$ cat config.mk
export PLATFORM = sky130hd
export DESIGN_NAME = coms_frame_rx
export DESIGN_NICKNAME = d
export VERILOG_FILES = /design/src/rtl/coms_pkg.sv /design/src/rtl/coms_crc16_d8.sv /design/src/rtl/coms_frame_rx.sv
export SDC_FILE = /design/constraint.sdc
export NUM_CORES = 1
export LEC_CHECK = 0
export BUFFER_PORTS_ARGS = -buffer_cell sky130_fd_sc_hd__buf_2
export CAP_MARGIN = 20
export CORE_ASPECT_RATIO = 1.5
export CORE_MARGIN = 3
export CORE_UTILIZATION = 56
export DETAILED_ROUTE_END_ITERATION = 6
export HOLD_SLACK_MARGIN = 0.03
export PLACE_DENSITY_LB_ADDON = 0.08
export SETUP_SLACK_MARGIN = 0.5
export SLEW_MARGIN = 20
export SYNTH_ARGS = -nofsm -noshare
export SYNTH_HDL_FRONTEND = slang
export SYNTH_SLANG_ARGS = --single-unit
$ cat constraint.sdc
create_clock -name clk -period 3.55 [get_ports clk]
set_input_delay 0.8875 -clock clk [delete_from_list [all_inputs] [get_ports clk]]
set_output_delay 0.8875 -clock clk [all_outputs]
set_load 0.02 [all_outputs]
$ cat src/rtl/coms_pkg.sv
// Shared constants and types for the motor-board RS485 framing layer.
// Used by the frame receiver and the byte-wise CRC16 helper.
package coms_pkg;

    localparam logic [15:0] CRC16_POLY = 16'h8005;  // x^16 + x^15 + x^2 + 1
    localparam logic [15:0] CRC_INIT   = 16'hFFFF;

    localparam logic [31:0] STATUS         = 32'h1CEB00DA;
    localparam logic [31:0] SETPOINT       = 32'hD0D0D0D0;
    localparam logic [31:0] CONTROL_MODE   = 32'hBAADA555;
    localparam logic [31:0] STATUS_REQUEST = 32'h1CE1CEBB;

    localparam int CRC_BYTES     = 2;
    localparam int MIN_FRAME_LEN = CRC_BYTES + 1;
    localparam logic [7:0] STATUS_FRAME_LEN = 8'd21;

    typedef enum logic [1:0] {
        HUNT,
        RECEIVE,
        CHECK
    } rx_state_e;

endpackage

$ cat src/rtl/coms_crc16_d8.sv
// Combinational CRC16 update for one byte, MSB of the byte shifted in first.
// Shared between the frame receiver and the transmitter.
module coms_crc16_d8
    import coms_pkg::*;
(
    input  logic [15:0] crc_in,
    input  logic [7:0]  data,
    output logic [15:0] crc_out
);

    always_comb begin
        // NOTE: blocking '=' is intentional here; each loop pass must see the previous pass's result.
        crc_out = crc_in;
        for (int i = 7; i >= 0; i--) begin
            if (crc_out[15] ^ data[i]) begin
                crc_out = {crc_out[14:0], 1'b0} ^ CRC16_POLY;
            end else begin
                crc_out = {crc_out[14:0], 1'b0};
            end
        end
    end

endmodule

$ cat src/rtl/coms_frame_rx.sv
// RS485 frame receiver: hunts for programmable magic numbers, collects the payload,
// verifies CRC16, enforces an inter-byte timeout and keeps link-quality counters.
module coms_frame_rx
    import coms_pkg::*;
#(
    parameter int NUM_FRAME_TYPES   = 4,
    parameter int MAX_PAYLOAD_BYTES = 24,
    parameter int CLK_FREQ_HZ       = 50_000_000,
    parameter int BAUDRATE          = 2_000_000,
    parameter int TIMEOUT_BYTES     = 4,
    localparam int TYPE_W = (NUM_FRAME_TYPES > 1) ? $clog2(NUM_FRAME_TYPES) : 1
) (
    input  logic                           clk,
    input  logic                           reset,
    input  logic                           rx_valid,
    input  logic [7:0]                     rx_data,
    input  logic [NUM_FRAME_TYPES*32-1:0]  magic,
    input  logic [NUM_FRAME_TYPES*8-1:0]   frame_len,
    output logic                           frame_valid,
    output logic [TYPE_W-1:0]              frame_type,
    output logic [MAX_PAYLOAD_BYTES*8-1:0] payload,
    output logic [7:0]                     payload_len,
    output logic                           crc_error,
    output logic                           timeout_error,
    output logic                           busy,
    output logic [31:0]                    frames_ok,
    output logic [15:0]                    crc_err_count,
    output logic [15:0]                    timeout_count
);

    localparam int TIMEOUT_CYCLES = (CLK_FREQ_HZ / BAUDRATE) * 10 * TIMEOUT_BYTES;
    localparam int TMR_W          = $clog2(TIMEOUT_CYCLES + 1);
    localparam int BUF_W          = MAX_PAYLOAD_BYTES * 8;

    rx_state_e              state_q, state_d;
    // Only the last three bytes are stored; the fourth comes straight from rx_data.
    logic [23:0]            sr_q, sr_d;
    logic [TYPE_W-1:0]      slot_q, slot_d;
    logic [7:0]             len_q, len_d;
    logic [7:0]             cnt_q, cnt_d;
    logic [TMR_W-1:0]       timer_q, timer_d;
    logic [15:0]            crc_q, crc_d;
    logic [7:0]             crc_hi_q, crc_hi_d;
    logic [7:0]             crc_lo_q, crc_lo_d;
    logic [BUF_W-1:0]       rx_buf_q, rx_buf_d;
    logic [BUF_W-1:0]       payload_q, payload_d;
    logic [7:0]             payload_len_q, payload_len_d;
    logic [TYPE_W-1:0]      frame_type_q, frame_type_d;
    logic                   frame_valid_q, frame_valid_d;
    logic                   crc_error_q, crc_error_d;
    logic                   timeout_error_q, timeout_error_d;
    logic [31:0]            frames_ok_q, frames_ok_d;
    logic [15:0]            crc_err_count_q, crc_err_count_d;
    logic [15:0]            timeout_count_q, timeout_count_d;

    logic [31:0]            sr_next;
    logic                   hit;
    logic [TYPE_W-1:0]      hit_idx;
    logic [7:0]             hit_len;
    logic [15:0]            crc_next;

    coms_crc16_d8 u_crc (
        .crc_in  (crc_q),
        .data    (rx_data),
        .crc_out (crc_next)
    );

    // Descending scan so the lowest matching slot index is the one kept.
    always_comb begin
        // NOTE: every combinational output gets a default first so no path infers a latch.
        sr_next = {sr_q, rx_data};
        hit     = 1'b0;
        hit_idx = '0;
        hit_len = '0;
        for (int i = NUM_FRAME_TYPES - 1; i >= 0; i--) begin
            if (magic[i*32 +: 32] != 32'h0 &&
                frame_len[i*8 +: 8] >= 8'(MIN_FRAME_LEN) &&
                frame_len[i*8 +: 8] <= 8'(MAX_PAYLOAD_BYTES + CRC_BYTES) &&
                sr_next == magic[i*32 +: 32]) begin
                hit     = 1'b1;
                hit_idx = TYPE_W'(i);
                hit_len = frame_len[i*8 +: 8];
            end
        end
    end

    always_comb begin
        state_d         = state_q;
        sr_d            = sr_q;
        slot_d          = slot_q;
        len_d           = len_q;
        cnt_d           = cnt_q;
        timer_d         = timer_q;
        crc_d           = crc_q;
        crc_hi_d        = crc_hi_q;
        crc_lo_d        = crc_lo_q;
        rx_buf_d        = rx_buf_q;
        payload_d       = payload_q;
        payload_len_d   = payload_len_q;
        frame_type_d    = frame_type_q;
        frame_valid_d   = 1'b0;
        crc_error_d     = 1'b0;
        timeout_error_d = 1'b0;
        frames_ok_d     = frames_ok_q;
        crc_err_count_d = crc_err_count_q;
        timeout_count_d = timeout_count_q;

        case (state_q)
            HUNT: begin
                if (rx_valid) begin
                    sr_d = sr_next[23:0];
                    if (hit) begin
                        state_d = RECEIVE;
                        slot_d  = hit_idx;
                        len_d   = hit_len;
                        cnt_d   = '0;
                        timer_d = '0;
                        sr_d    = '0;
                        crc_d   = CRC_INIT;
                    end
                end
            end
            RECEIVE: begin
                if (rx_valid) begin
                    timer_d = '0;
                    cnt_d   = cnt_q + 8'd1;
                    if (cnt_q < 8'(MAX_PAYLOAD_BYTES)) begin
                        rx_buf_d[{cnt_q, 3'b000} +: 8] = rx_data;
                    end
                    if (cnt_q < len_q - 8'd2) begin
                        crc_d = crc_next;
                    end else if (cnt_q == len_q - 8'd2) begin
                        crc_hi_d = rx_data;
                    end else begin
                        crc_lo_d = rx_data;
                        state_d  = CHECK;
                    end
                end else if (timer_q == TMR_W'(TIMEOUT_CYCLES - 1)) begin
                    timeout_error_d = 1'b1;
                    if (timeout_count_q != '1) timeout_count_d = timeout_count_q + 16'd1;
                    state_d = HUNT;
                end else begin
                    timer_d = timer_q + 1'b1;
                end
            end
            CHECK: begin
                state_d = HUNT;
                if (rx_valid) sr_d = sr_next[23:0];
                if (crc_q == {crc_hi_q, crc_lo_q}) begin
                    for (int i = 0; i < MAX_PAYLOAD_BYTES; i++) begin
                        payload_d[i*8 +: 8] = (i < int'(len_q) - CRC_BYTES) ? rx_buf_q[i*8 +: 8] : 8'h00;
                    end
                    payload_len_d = len_q - 8'd2;
                    frame_type_d  = slot_q;
                    frame_valid_d = 1'b1;
                    if (frames_ok_q != '1) frames_ok_d = frames_ok_q + 32'd1;
                end else begin
                    crc_error_d = 1'b1;
                    if (crc_err_count_q != '1) crc_err_count_d = crc_err_count_q + 16'd1;
                end
            end
            default: state_d = HUNT;
        endcase
    end

    // NOTE: rx_buf is flops, not RAM, so it is cleared on reset like every other register.
    always_ff @(posedge clk) begin
        if (reset) begin
            state_q         <= HUNT;
            sr_q            <= '0;
            slot_q          <= '0;
            len_q           <= '0;
            cnt_q           <= '0;
            timer_q         <= '0;
            crc_q           <= '0;
            crc_hi_q        <= '0;
            crc_lo_q        <= '0;
            rx_buf_q        <= '0;
            payload_q       <= '0;
            payload_len_q   <= '0;
            frame_type_q    <= '0;
            frame_valid_q   <= 1'b0;
            crc_error_q     <= 1'b0;
            timeout_error_q <= 1'b0;
            frames_ok_q     <= '0;
            crc_err_count_q <= '0;
            timeout_count_q <= '0;
        end else begin
            // NOTE: non-blocking '<=' so every register samples pre-edge values.
            state_q         <= state_d;
            sr_q            <= sr_d;
            slot_q          <= slot_d;
            len_q           <= len_d;
            cnt_q           <= cnt_d;
            timer_q         <= timer_d;
            crc_q           <= crc_d;
            crc_hi_q        <= crc_hi_d;
            crc_lo_q        <= crc_lo_d;
            rx_buf_q        <= rx_buf_d;
            payload_q       <= payload_d;
            payload_len_q   <= payload_len_d;
            frame_type_q    <= frame_type_d;
            frame_valid_q   <= frame_valid_d;
            crc_error_q     <= crc_error_d;
            timeout_error_q <= timeout_error_d;
            frames_ok_q     <= frames_ok_d;
            crc_err_count_q <= crc_err_count_d;
            timeout_count_q <= timeout_count_d;
        end
    end

    assign frame_valid   = frame_valid_q;
    assign frame_type    = frame_type_q;
    assign payload       = payload_q;
    assign payload_len   = payload_len_q;
    assign crc_error     = crc_error_q;
    assign timeout_error = timeout_error_q;
    assign busy          = (state_q != HUNT);
    assign frames_ok     = frames_ok_q;
    assign crc_err_count = crc_err_count_q;
    assign timeout_count = timeout_count_q;

endmodule

== Word-level counts from Yosys, hierarchy flattened ==
Index checks and enable logic that the tools add are counted.

* Bits in registers: 547
* Bits of input ports: 171
* Output and inout bits: 270
* Logic and storage cells: 214

* Add/sub/neg operators: 8
* Magnitude comparators: 34
* Eq/ne operators: 21
* Shift operators: 2
* Multiplexer cells: 73
* Bitwise gates (word level): 22
* Reduce and logical (&&, ||, !) cells: 35

{| class="wikitable"
|+ Operators by type and width
! cell !! count
|-
| 8-bit 2-to-1 mux || 31
|-
| 192-bit bitwise mux || 1
|-
| 16-bit 2-to-1 mux || 12
|-
| 8-bit by 13-bit variable shift with 192-bit output, first input constant || 1
|-
| 8-bit by 13-bit indexed part select with 192-bit output || 1
|-
| 32-bit equality test || 4
|-
| 32-bit nonzero test || 4
|-
| 5-bit by 9-bit < comparator with 1-bit output, first input constant || 8
|-
| 6-bit by 9-bit < comparator with 1-bit output, first input constant || 8
|-
| 24-bit 2-to-1 mux || 3
|-
| 24-bit one-hot mux with 2 select lines || 1
|-
| 10-bit 2-to-1 mux || 4
|-
| 4-bit by 9-bit < comparator with 1-bit output, first input constant || 4
|-
| 16-bit by 1-bit adder with 16-bit output, second input constant || 2
|-
| 32-bit by 1-bit adder with 32-bit output, second input constant || 1
|-
| 8-bit by 2-bit greater-or-equal comparator with 1-bit output, second input constant || 4
|-
| 8-bit by 5-bit less-or-equal comparator with 1-bit output, second input constant || 4
|-
| 16-bit inequality test, second input constant || 2
|-
| 32-bit inequality test, second input constant || 1
|-
| 16-bit one-hot mux with 2 select lines || 1
|-
| 3-bit NOT || 8
|-
| 2-bit 2-to-1 mux || 10
|-
| 10-bit one-hot mux with 2 select lines || 1
|-
| 4-bit AND reduction || 5
|-
| other kinds (30) || 74
|}

== Longest topological paths before layout ==
* Depth after elaboration: 19
* Depth in mapped cells: 13
* Depth with buffers taken out: 12

== By module ==
A second synthesis with hierarchy kept.

* Cell total of the unflattened synthesis: 2618
* Area total of the unflattened synthesis: 23408.7 um^2

{| class="wikitable"
|+ By module, submodules not included
! module !! instances !! cells each !! area each (um^2) !! seq. area each (um^2)
|-
| coms_frame_rx || 1 || 2590 || 23110.9 || 10950.5
|-
| coms_crc16_d8 || 1 || 28 || 297.8 || 0.0
|}

== Worst setup path before layout ==
No wires, ideal clock.

* Kind: in2reg
* Start point: input port rx_data[7]
* End point: register crc_q[10]
* Library setup time: 0.095 ns
* Arrival: 3.151 ns
* Slack: 0.304 ns
* Cell stages on the path: 9
* Path buffers: 2
* Cell sequence: clkbuf_1 -> xor2_1 -> nor4_1 -> nand3b_1 -> nor4_2 -> o41ai_2 -> a32o_1 -> buf_2 -> a221oi_1

* Word-level cells in the longest chain between the ends: 8
* Elaborated cells between the ends (all ways): 14
* Those cells by class: 5 x eq/ne; 4 x mux; 5 x reduce/logical

{| class="wikitable"
|+ Ends and longest elaborated chain
! item !! line !! source
|-
| start, declared || coms_frame_rx.sv:16 || <nowiki>input logic [7:0] rx_data,</nowiki>
|-
| 32-bit equality test || coms_frame_rx.sv:79 || <nowiki>sr_next == magic[i*32 +: 32]) begin</nowiki>
|-
| 1-bit logical AND || coms_frame_rx.sv:78 || <nowiki>frame_len[i*8 +: 8] <= 8'(MAX_PAYLOAD_BYTES + CRC_BYTES) &&</nowiki>
|-
| 1-bit 2-to-1 mux (3 in a row) || coms_frame_rx.sv:76 || <nowiki>if (magic[i*32 +: 32] != 32'h0 &&</nowiki>
|-
| 1-bit 2-to-1 mux * || coms_frame_rx.sv:76 ||
|-
| 2-bit inequality test (no line) * || -- ||
|-
| 5-bit AND reduction (no line) * || -- ||
|-
| end signal, assigned || coms_frame_rx.sv:196 || <nowiki>crc_q <= crc_d;</nowiki>
|-
| end, declared || coms_frame_rx.sv:42 || <nowiki>logic [15:0] crc_q, crc_d;</nowiki>
|}

Mark *: on every way between the ends. The rest lies on a longest branch, timed or not.
A chain may end at the register's enable or synchronous reset.

== Worst setup path in the final report ==
* Start point: register crc_q[13]
* End point: register payload_q[183], in the netlist payload[183]

* Word-level cells in the longest chain between the ends: 2

{| class="wikitable"
|+ Ends and longest elaborated chain
! item !! line !! source
|-
| 16-bit equality test || coms_frame_rx.sv:149 || <nowiki>if (crc_q == {crc_hi_q, crc_lo_q}) begin</nowiki>
|-
| 2-bit AND reduction (no line) || -- ||
|-
| end signal, assigned || coms_frame_rx.sv:200 || <nowiki>payload_q <= payload_d;</nowiki>
|-
| end, declared || coms_frame_rx.sv:46 || <nowiki>logic [BUF_W-1:0] payload_q, payload_d;</nowiki>
|}

Every way passes these cells.

==> results.ini <==
[global_route]
gr-total-overflow = 0
grt_max_degree = 206
antenna_found_initial = 6
grt_pass1_wl_mm = 123.7
grt_pass1_vias = 22540
grt_use_total_pct = 33.80

[logic_synthesis]
avgSynthCellArea_um2 = 8.424
syn_area_mm2 = 0.02414
synth_seq_cells = 547
seq_area_frac_synth_pct = 45.36
synth_fp_nets = 3056
yosysWarnings = 0
ys.flop_type = dfxtp_1
synth_edf_count = 0
async_reset_ff_share_pct = 0
synth_cell_types = 62
syn_inst = 2866

[setup_path]
crit_chain = xor2_1, nor4_1, and4_1, o211ai_1, buf_4, a311oi_2, a22oi_1, nor2_1
worstSetupStartpoint = crc_q[13]$_SDFFE_PP0P_
crit_type = register to register
arrival_ns = 3.46
r2r_setup_slack_ns = 0.59
max_stage_delay_ns = 0.62
crit_path_start_kind = register
r2r_end = payload[183]$_SDFFE_PP0P_
crit-reg2reg-launch = crc_q[13]$_SDFFE_PP0P_
cp-end-kind = register
cp_max_fo = 24
cpMaxStageDelayCell = a311oi_2
reg2reg_depth = 8
critPathRequiredTime_ns = 4.05

[floorplanning]
dieArea_mm2 = 0.04569
num_io_pins = 441
die_y_um = 260.3
initial_core_util_pct = 56.99
die_x_um = 175.5
core_mm2 = 0.04236
rows = 92

[sta]
final-setup-viol-count = 0
hold_ws_ns = 0.4519
finClkSkew_ns = 0.02518
period_minus_slack_ns = 2.959
max_freq_mhz = 338.0
hold_violations = 0
slew_headroom_pct = 33.08
rsz0062_at_grt = true
fin_crit_sh_pct = 83.34
finalSetupTns_ns = 0
worst_slew_pin_slew_ns = 1.004
drv_slew = 0

[cells_and_area]
final_common_cell = dfxtp_1
nNetsFinal = 3440
final_cell_mix = dfxtp_1, buf_2, nor2_1, a21oi_1, nand2_1
area.growth.synth_to_final_pct = 20.94
layout-drive-gt1-share_pct = 21.51

[worst_hold_path]
hp-start = rx_buf_q[30]$_SDFFE_PP0P_
whs_endpoint = rx_buf_q[30]$_SDFFE_PP0P_
min_path_cells = 2
hold_class = register to register

[route]
routed-via-count = 23340
first_iter_violations = 1965
wl_per_cell_um = 21.10
ant_nets = 0
avgViaCountPerCell = 6.044
first_pass_iters = 6
drc = 0
wirelength_mm = 81.48

[placed_design]
place.gp.congestion = 0.9905
post-dp-hpwl_mm = 58.59
portBuffers = 440

[flow_run]
max-cap-violations = 0

[clocking]
clockBufferDepth = 3
cts_tree = built
holdBufCountCts = 0
clkSinkCount = 547
clk_pin_slew_ns = 0.07
cts_made_buffers = 50
clock-root-buffer = clkbuf_16
htreeDepth = 2
insertion_delay_ns = 0.58

[power_and_ir_drop]
leakage_uw = 0.01152
ir_drop_mv = 0.4150
power-per-cell-area_mw_per_mm2 = 429.3
p_total_uw = 12530

[outcome]
status = finished, final reports clean

-- state kept, by name, indices dropped and copies added, names as in the netlist, 2 cells and up --
register       count
crc_q             16
crc_lo_q           8
frames_ok         32
payload_len        8
cnt_q              8
payload          192
crc_err_count     16
sr_q              24
slot_q             2
timeout_count     16
crc_hi_q           8
timer_q           10
rx_buf_q         192
len_q              8
state_q            2
frame_type         2
-- cell type report --
type	instances	area (um^2)
fillers	3555	13160
multi-input cells	2070	12520
flip-flops and latches	547	10960
repair buffers	544	3075
clock buffers	72	1466
well taps	564	705.7
clock inverters	21	317.8
inverters	37	138.9
diodes	6	15.01
-- timing repair --
item / in CTS / in global routing
pin swaps: 0 / 5
resized for setup: 13 / 44
cloned: 0 / 1
setup buffers: 0 / 3
setup endpoints to repair: 57 / 163
-- through the flow --
step                util (%)  instances  area (um^2)  setup slack, ns
floorplan                  -       2866        24200           0.4844
global placement       64.07       3756        27140           0.1458
detailed placement     64.10       3758        27150          0.08029
CTS                    68.42       3851        28980           0.5008
global route           68.92       3861        29200           0.4657
finish                 68.92       3861        29200           0.5913
-- routing by layer --
metal / up-vias / routed length [um] / global-route usage (%)
met3: 264 / 4848 / 4.381
met1: 11160 / 30010 / 38.24
li1: 10900 / - / -
met5: - / 0 / 0
met4: 0 / 5041 / 19.96
met2: 1007 / 41580 / 60.63
-- worst max path at each step --
| stage | end | slack (ns) | depth (start not counted) |
|---|---|---|---|
| 6_report | payload[183]$_SDFFE_PP0P_ | 0.59 | 8 |
| 5_1_grt | payload[183]$_SDFFE_PP0P_ | 0.47 | 8 |
| 4_1_cts | payload[189]$_SDFFE_PP0P_ | 0.50 | 8 |
| 3_5_place_dp | cnt_q[6]$_SDFFE_PP0P_ | 0.08 | 10 |
| 3_3_place_gp | timer_q[2]$_SDFFE_PP0P_ | 0.15 | 10 |
| 2_1_floorplan | timer_q[9]$_SDFFE_PP0P_ | 0.48 | 8 |
-- Yosys cell counts (24+ instances only) --
cell        n  area share (%)
mux2i_1    55             2.3
nand2_1   250             3.9
nand3b_1   24            0.75
nand3_1   121             2.5
nor4_1     79             2.0
or3_1      68             1.8
nand4_1    96             2.5
clkbuf_1  190             3.0
and2_1     26            0.67
nor2_1    407             6.3
xnor2_1    70             2.5
o21ai_0    31            0.64
xor2_1    154             5.6
nor3_1     32            0.66
inv_1      37            0.58
dfxtp_1   547              45
a21oi_1   251             5.2
a22oi_1   193             6.0
-- power by group --
group,switching [uW],internal [uW],total [uW]
clock network,2390,3400,5790
registers,35.3,6140,6180
logic,361,204,565
total,2780,9750,12500
-- cell families after synthesis --
logic type	share of synthesized area (%)
flops	45.36
buf+inv	3.996
compound gates	15.19
mux	2.280
fa+ha+maj	0.9847
xor+xnor	8.126
simple gates	24.06
-- critical path, delay by kind of cell, from the launching register on --
family                    cells  cell delay, ns
AOI/OAI and AO/OA             3            0.95
xor gates and xnor gates      1            0.17
buffers and inverters         1            0.27
DFF                           1            0.35
and+or+nand+nor               3            1.12
Power figures use the tool's default switching activity.
